--- config.mk ---
export PLATFORM = sky130hd
export DESIGN_NAME = ps2_key_event_fifo
export DESIGN_NICKNAME = d
export VERILOG_FILES = /design/src/rtl/ps2_key_event_fifo.sv
export SDC_FILE = /design/constraint.sdc
export NUM_CORES = 1
export LEC_CHECK = 0
export ABC_AREA = 1
export BUFFER_PORTS_ARGS = -buffer_cell sky130_fd_sc_hd__buf_2
export CAP_MARGIN = 40
export CORE_MARGIN = 5
export CORE_UTILIZATION = 50
export DETAILED_ROUTE_END_ITERATION = 8
export PLACE_DENSITY = 0.67
export SYNTH_ARGS = -nofsm -noshare
export SYNTH_HDL_FRONTEND = slang
export SYNTH_SLANG_ARGS = --single-unit
--- constraint.sdc ---
create_clock -name clk -period 7.85 [get_ports clk]
set_clock_uncertainty 0.15 [all_clocks]
set_input_delay 1.57 -clock clk [delete_from_list [all_inputs] [get_ports clk]]
set_output_delay 1.57 -clock clk [all_outputs]
set_load 0.01 [all_outputs]
--- src/rtl/ps2_key_event_fifo.sv ---
// PS/2 set-2 scan-code decoder feeding a first-word-fall-through key-event FIFO.
// Ports: clk, reset (async high); rx_dato/rx_listo byte strobe in; rd_en pop;
// ovf_clr clears the sticky overflow; evento {ext,brk,code}, vacio, lleno,
// cuenta, overflow out. Optional macro PS2_TYPEMATIC_FILTER_EN drops autorepeat makes.
module ps2_key_event_fifo #(
  parameter int FIFO_DEPTH = 8,
  parameter int ADDR_W = 3
) (
  input  logic              clk,
  input  logic              reset,
  input  logic [7:0]        rx_dato,
  input  logic              rx_listo,
  input  logic              rd_en,
  input  logic              ovf_clr,
  output logic [9:0]        evento,
  output logic              vacio,
  output logic              lleno,
  output logic [ADDR_W:0]   cuenta,
  output logic              overflow
);

  typedef enum logic [1:0] {
    IDLE, PRE_E0, PRE_F0, PRE_E0F0
  } state_t;

  localparam logic [ADDR_W:0] FULL_CNT = (ADDR_W+1)'(FIFO_DEPTH);
  localparam logic [ADDR_W:0] ONE_CNT  = (ADDR_W+1)'(1);
  localparam logic [ADDR_W-1:0] ONE_PTR = ADDR_W'(1);

  state_t state_q, state_d;
  logic   is_disc, ext_p, brk_p;
  logic   emit, push_req;
  logic [9:0] ev;

  logic [9:0]        mem_q [FIFO_DEPTH];
  logic [9:0]        mem_d [FIFO_DEPTH];
  logic [ADDR_W-1:0] wr_ptr_q, wr_ptr_d;
  logic [ADDR_W-1:0] rd_ptr_q, rd_ptr_d;
  logic [ADDR_W:0]   cuenta_q, cuenta_d;
  logic              ovf_q, ovf_d;
  logic              pop, wr;

  always_comb begin
    is_disc = (rx_dato inside {8'h00, 8'hAA, 8'hEE, 8'hFA,
                               8'hFC, 8'hFD, 8'hFE, 8'hFF});
  end

  // Prefix flags already collected in the current sequence.
  assign ext_p = (state_q == PRE_E0) || (state_q == PRE_E0F0);
  assign brk_p = (state_q == PRE_F0) || (state_q == PRE_E0F0);

  always_comb begin
    state_d = state_q;
    emit    = 1'b0;
    ev      = 10'h000;
    if (rx_listo) begin
      unique case (1'b1)
        rx_dato == 8'hE0: state_d = brk_p ? PRE_E0F0 : PRE_E0;
        rx_dato == 8'hF0: state_d = ext_p ? PRE_E0F0 : PRE_F0;
        default: begin
          state_d = IDLE;
          if (!is_disc) begin
            emit = 1'b1;
            ev   = {ext_p, brk_p, rx_dato};
          end
        end
      endcase
    end
  end

`ifdef PS2_TYPEMATIC_FILTER_EN
  logic       held_v_q, held_v_d;
  logic [8:0] held_k_q, held_k_d;
  logic       held_hit;

  assign held_hit = held_v_q && (held_k_q == {ev[9], ev[7:0]});

  always_comb begin
    push_req = emit;
    held_v_d = held_v_q;
    held_k_d = held_k_q;
    if (emit) begin
      if (!ev[8]) begin
        // Repeat of the key already down is autorepeat, not a new press.
        if (held_hit) begin
          push_req = 1'b0;
        end else begin
          held_v_d = 1'b1;
          held_k_d = {ev[9], ev[7:0]};
        end
      end else if (held_hit) begin
        held_v_d = 1'b0;
      end
    end
  end

  always_ff @(posedge clk or posedge reset) begin
    if (reset) begin
      held_v_q <= 1'b0;
      held_k_q <= '0;
    end else begin
      held_v_q <= held_v_d;
      held_k_q <= held_k_d;
    end
  end
`else
  assign push_req = emit;
`endif

  assign vacio    = (cuenta_q == '0);
  assign lleno    = (cuenta_q == FULL_CNT);
  assign cuenta   = cuenta_q;
  assign overflow = ovf_q;
  assign evento   = mem_q[rd_ptr_q];

  // When full, a simultaneous pop frees the slot the write lands in.
  assign pop = rd_en && !vacio;
  assign wr  = push_req && (!lleno || pop);

  always_comb begin
    mem_d    = mem_q;
    wr_ptr_d = wr_ptr_q;
    rd_ptr_d = rd_ptr_q;
    cuenta_d = cuenta_q;
    ovf_d    = ovf_q;
    if (wr) begin
      mem_d[wr_ptr_q] = ev;
      wr_ptr_d        = wr_ptr_q + ONE_PTR;
    end
    if (pop) begin
      rd_ptr_d = rd_ptr_q + ONE_PTR;
    end
    unique case ({wr, pop})
      2'b10:   cuenta_d = cuenta_q + ONE_CNT;
      2'b01:   cuenta_d = cuenta_q - ONE_CNT;
      default: cuenta_d = cuenta_q;
    endcase
    if (ovf_clr) begin
      ovf_d = 1'b0;
    end
    if (push_req && lleno && !pop) begin
      ovf_d = 1'b1;
    end
  end

  always_ff @(posedge clk or posedge reset) begin
    if (reset) begin
      state_q  <= IDLE;
      wr_ptr_q <= '0;
      rd_ptr_q <= '0;
      cuenta_q <= '0;
      ovf_q    <= 1'b0;
      for (int i = 0; i < FIFO_DEPTH; i++) begin
        mem_q[i] <= '0;
      end
    end else begin
      state_q  <= state_d;
      wr_ptr_q <= wr_ptr_d;
      rd_ptr_q <= rd_ptr_d;
      cuenta_q <= cuenta_d;
      ovf_q    <= ovf_d;
      mem_q    <= mem_d;
    end
  end

endmodule

# Yosys cells after proc, flatten, opt, wreduce, memory -nomap -nowiden
# Cells that the tools add are included.
# word_totals
regBits	93
in_bits	13
output_inout_bits	17
elab_cells	72
# op_classes
add_sub_neg	4
magnitude_cmp	3
n_eq_ne	15
mux	18
bitwise_logic	2
n_reduce_logical	17
# op_table
op	count
bitwise mux 80 bit	1
equality test 8 bit, second input constant	9
two-way mux 10 bit	6
binary-select mux 10 bit (select 3 bit)	1
demux 10 bit (select 3 bit)	1
>= comparator 4 bit, second input constant	2
zero test 8 bit	1
inverter 3 -> 4 bit	2
case mux 4 bit (2 select lines)	1
nonzero test 8 bit	1
adder 3 x 1 -> 3 bit, second input constant	2
equality test 2 bit, second input constant	3
two-way mux 1 bit	6
logical AND 1 bit	5
adder 4 x 1 -> 4 bit, second input constant	1
equality test 2 x 1 -> 1 bit, second input constant	2
equality test 4 bit, second input constant	1
zero test 4 bit	1
less-than comparator 4 x 1 -> 1 bit, second input constant	1
case mux 2 bit (2 select lines)	1
nonzero test 2 bit	2
subtractor 4 x 1 -> 4 bit, second input constant	1
zero test 1 bit	3
logical OR 1 bit	3
other kinds (2)	2

# Longest topological paths before layout
# depth
word_depth	8
depth_mapped	16
mapped_depth_nobuf	15

# Worst setup path before layout
# Ideal clock, no wire load.
# synth_path
path_type	input to register
from	in rx_dato[1]
to	reg cuenta_q[2], in the netlist cuenta[2]
setup_ps	119
arrival_time_ps	3440
required_ps	7581
setup_slack_ps	4141
cell_stages	16
n_path_buf	2
path_cell_list	buf_6 > nor2_2 > nand2_4 > nor2_1 > nor2_1 > nand2_1 > nor2_2 > buf_6 > nand2_1 > ha_1 > xor2_1 > ha_1 > a21oi_1 > a21oi_1 > o21ai_0 > o21a_1
# synth_via
elab_chain_len	8
elab_cells_between_ends	20
classes_between	eq/ne: 11; mux: 4; reduce/logical: 5
# synth_lines
element	line_no	source
start, declared	11	input logic [7:0] rx_dato,
equality test 8 bit or zero test 8 bit (tied branches)	44	is_disc = (rx_dato inside {8'h00, 8'hAA, 8'hEE, 8'hFA,
nonzero test 8 bit	44	
two-way mux 1 bit	62	if (!is_disc) begin
two-way mux 1 bit *	57	unique case (1'b1)
two-way mux 1 bit *	56	if (rx_listo) begin
logical AND 1 bit *	118	assign wr = push_req && (!lleno || pop);
equality test 2 x 1 -> 1 bit or equality test 2 bit (tied branches)	133	unique case ({wr, pop})
case mux 4 bit (2 select lines) or nonzero test 2 bit (tied branches)	--	
end signal, assigned	160	cuenta_q <= cuenta_d;
end, declared	39	logic [ADDR_W:0] cuenta_q, cuenta_d;
# Every way passes the cells marked *; elsewhere a longest branch is shown, timed or not.
# A chain may end at the register's enable or synchronous reset.

# Worst setup path in the final report
# layout_path
from	in rx_dato[6]
to	reg cuenta_q[2], in the netlist cuenta[2]
# The elaborated chain is that of the path after synthesis.

==> results.py <==
metrics = {
    "status": {
        "outcome": "finished clean",
    },
    "timing": {
        "max_freq_mhz": 232,
        "setup_viol": 0,
        "fin_crit_ns": 4.30,
        "min_period_over_period_pct": 54.8,
        "rsz0062_at_grt": "no",
        "slew_violations": 0,
        "relSlewSlack_pct": 47.7,
        "timing.final.ws_setup_ns": 3.55,
        "hold_viol": 0,
        "fin_tns_setup_ns": 0,
        "max_slew.worst_pin.slew_ns": 0.784,
    },
    "clock_network": {
        "clock_path_buffers": 2,
        "tritoncts": "built",
        "clk_pin_slew_ns": 0.09,
        "cts_resized": 0,
        "clock_insertion_delay_worst_skew_ns": 0.36,
        "holdBufCountCts": 0,
        "cts_num_sinks": 93,
        "cts_setup_buffers": 0,
        "cts_made_buffers": 9,
        "clock-root-buffer": "clkbuf_8",
        "htreeDepth": 3,
    },
    "power": {
        "power.total_mw": 2.15,
        "ir_drop_v": 0.000207,
        "p_per_area_mw_per_mm2": 386,
        "leakagePower_nw": 2.86,
    },
    "setup_path": {
        "slowest_stage": "buf_4",
        "crit_fanout": 85,
        "path_delay_family": "simple AND/OR/NAND/NOR gates",
        "start_kind": "primary input",
        "r2r_start": "cuenta[1]$_DFFE_PP0P_",
        "crit_type": "primary input to flip-flop",
        "cp.arrival_ns": 4.41,
        "reg2regPathDepth": 12,
        "crit_buf_inv": 3,
        "reg2reg_slack_ns": 5.19,
        "crit_path_frequent_cell": "nand2_1",
        "crit_path_end_kind": "flip-flop",
        "required_ns": 7.96,
        "max_stage_delay_ns": 0.62,
        "path_cells": "buf_2, nand2_1, inv_1, nand2_1, nor2_1, nor2_1, nand2_1, nor2_4, buf_4, nand2_1, ha_1, xor2_1, ha_1, a21oi_1, a21oi_1, o21ai_0, o21a_1",
        "reg2reg_to": "cuenta[2]$_DFFE_PP0P_",
    },
    "yosys": {
        "synth_nets": 664,
        "ys_seq_area_share_pct": 45.3,
        "synth-seq-cells": 93,
        "synth.distinct_cells": 28,
        "syn_inst": 646,
        "synth_area_mm2": 0.00514,
        "synth_area_per_cell_um2": 7.95,
        "ys_warn_count": 0,
    },
    "detailed_routing": {
        "drt-total-wl_um": 14300,
        "dr.pass1.iters": 5,
        "first_iter_violations": 437,
        "ant_nets": 0,
        "route.vias.total": 4655,
        "post_drt_wl_per_cell_um": 18.1,
        "drc": 0,
        "via_per_inst": 5.88,
    },
    "place": {
        "preCtsSetupSlack_ns": 3.22,
        "dpl_cell_area_mm2": 0.00533,
        "gp_congestion": 0.915,
        "dpl.hpwl_um": 9270,
        "portBuffers": 29,
    },
    "cells_and_area": {
        "antenna_cells": 0,
        "drive_above_1_share_pct": 12.2,
        "area_growth_pct": 8.64,
        "layout_commonest_cell": "nand2_1",
        "design_area_mm2": 0.00558,
        "mostFrequentLayoutCells": "nand2_1, dfrtp_1, nand4_1",
        "nets": 668,
    },
    "global_routing": {
        "overflow": 0,
        "grt_max_degree": 88,
        "grt_pass1_vias": 4384,
        "antenna_found_initial": 0,
        "grt_pass1_wl_um": 23700,
        "track_usage_pct": 24.0,
    },
    "floorplan": {
        "dieArea_mm2": 0.0124,
        "initial_utilization_pct": 50.5,
        "die_w_um": 111,
        "die_y_um": 111,
        "rows": 37,
        "io_pins": 30,
        "coreArea_mm2": 0.0102,
    },
    "hold_path": {
        "hold_start": "mem_q[14]$_DFFE_PP0P_",
        "min_to": "mem_q[14]$_DFFE_PP0P_",
        "hp-class": "flip-flop to flip-flop",
        "hold_depth": 2,
    },
    "flow_run": {
        "maxCapViolCount": 0,
    },
}
sequential cells by signal, indices dropped and copies added (netlist names):
| name | flops |
|---|---|
| overflow | 1 |
| wr_ptr_q | 3 |
| cuenta | 4 |
| rd_ptr_q | 3 |
| state_q | 2 |
| mem_q | 80 |
metrics by stage:
step | utilization, % | hold slack (ns) | std cells
2_1_floorplan | - | 0.287 | 646
3_3_place_gp | 51.5 | 0.302 | 770
3_5_place_dp | 52.3 | 0.303 | 775
4_1_cts | 54.8 | 0.326 | 791
5_1_grt | 54.8 | 0.339 | 791
6_report | 54.8 | 0.323 | 791
where the power goes:
part	switching (mW)	internal (mW)
registers	0.116	0.656
clock network	0.172	0.245
logic	0.634	0.331
total	0.922	1.23
how the worst max path moves through the flow:
| stage | from | to | slack (ns) | cells past startpoint |
|---|---|---|---|---|
| after global routing | rx_dato[6] | cuenta[2]$_DFFE_PP0P_ | 3.18 | 17 |
| after floorplan | reset | cuenta[0]$_DFFE_PP0P_ | 3.71 | 1 |
| after detailed placement | rx_dato[6] | cuenta[2]$_DFFE_PP0P_ | 3.22 | 17 |
| after global placement | rx_dato[6] | cuenta[2]$_DFFE_PP0P_ | 3.40 | 17 |
| final | rx_dato[6] | cuenta[2]$_DFFE_PP0P_ | 3.55 | 17 |
| after CTS | rx_dato[6] | cuenta[2]$_DFFE_PP0P_ | 3.61 | 17 |
worst min-delay path, stage by stage, from the launching register on:
cell     delay, ns
dfrtp_1       0.35
nand2_1       0.05
nand2_1       0.05
cell families (layout without fill, tap and decap cells):
kind of cell	after synthesis	in the layout	synth area share, %
AOI/OAI and AO/OA	53	53	6.82
DFF	93	93	45.3
buffers and inverters	75	84	7.45
adders and majority gates	5	5	1.22
and+or+nand+nor	413	413	38.0
xor gates and xnor gates	7	7	1.19
layout make-up:
class / count / area [µm²]
clock buffers: 12 / 135
well taps: 136 / 170
multi-input cells: 478 / 2440
flip-flops and latches: 93 / 2330
inverters: 24 / 91.3
clock inverters: 4 / 120
repair buffers: 44 / 298
fillers: 960 / 4600
cell usage after synthesis, drive strengths merged:
cell,n,share of area [%]
clkbuf,22,1.6
nand4,89,13
nor2,85,7.0
o21ai,28,2.8
xor2,5,0.85
ha,5,1.2
inv,24,1.8
o32ai,20,3.4
buf,29,4.1
a22o,1,0.17
nand2,230,17
xnor2,2,0.34
dfrtp,93,45
o21a,1,0.15
nor3,1,0.097
a21oi,3,0.29
nand3,8,0.78
routing by layer:
metal  part of all wire [%]  routed length, µm  track usage, %  vias up
li1                       -                  -               -     2184
met1                     46               6540            35.7     2264
met2                     46               6520            36.0      186
met3                    6.6                948            3.21       21
met4                    2.1                295            9.08        0
met5                      0                  0               0        -
Note: power is estimated with default switching activity, not from simulation.
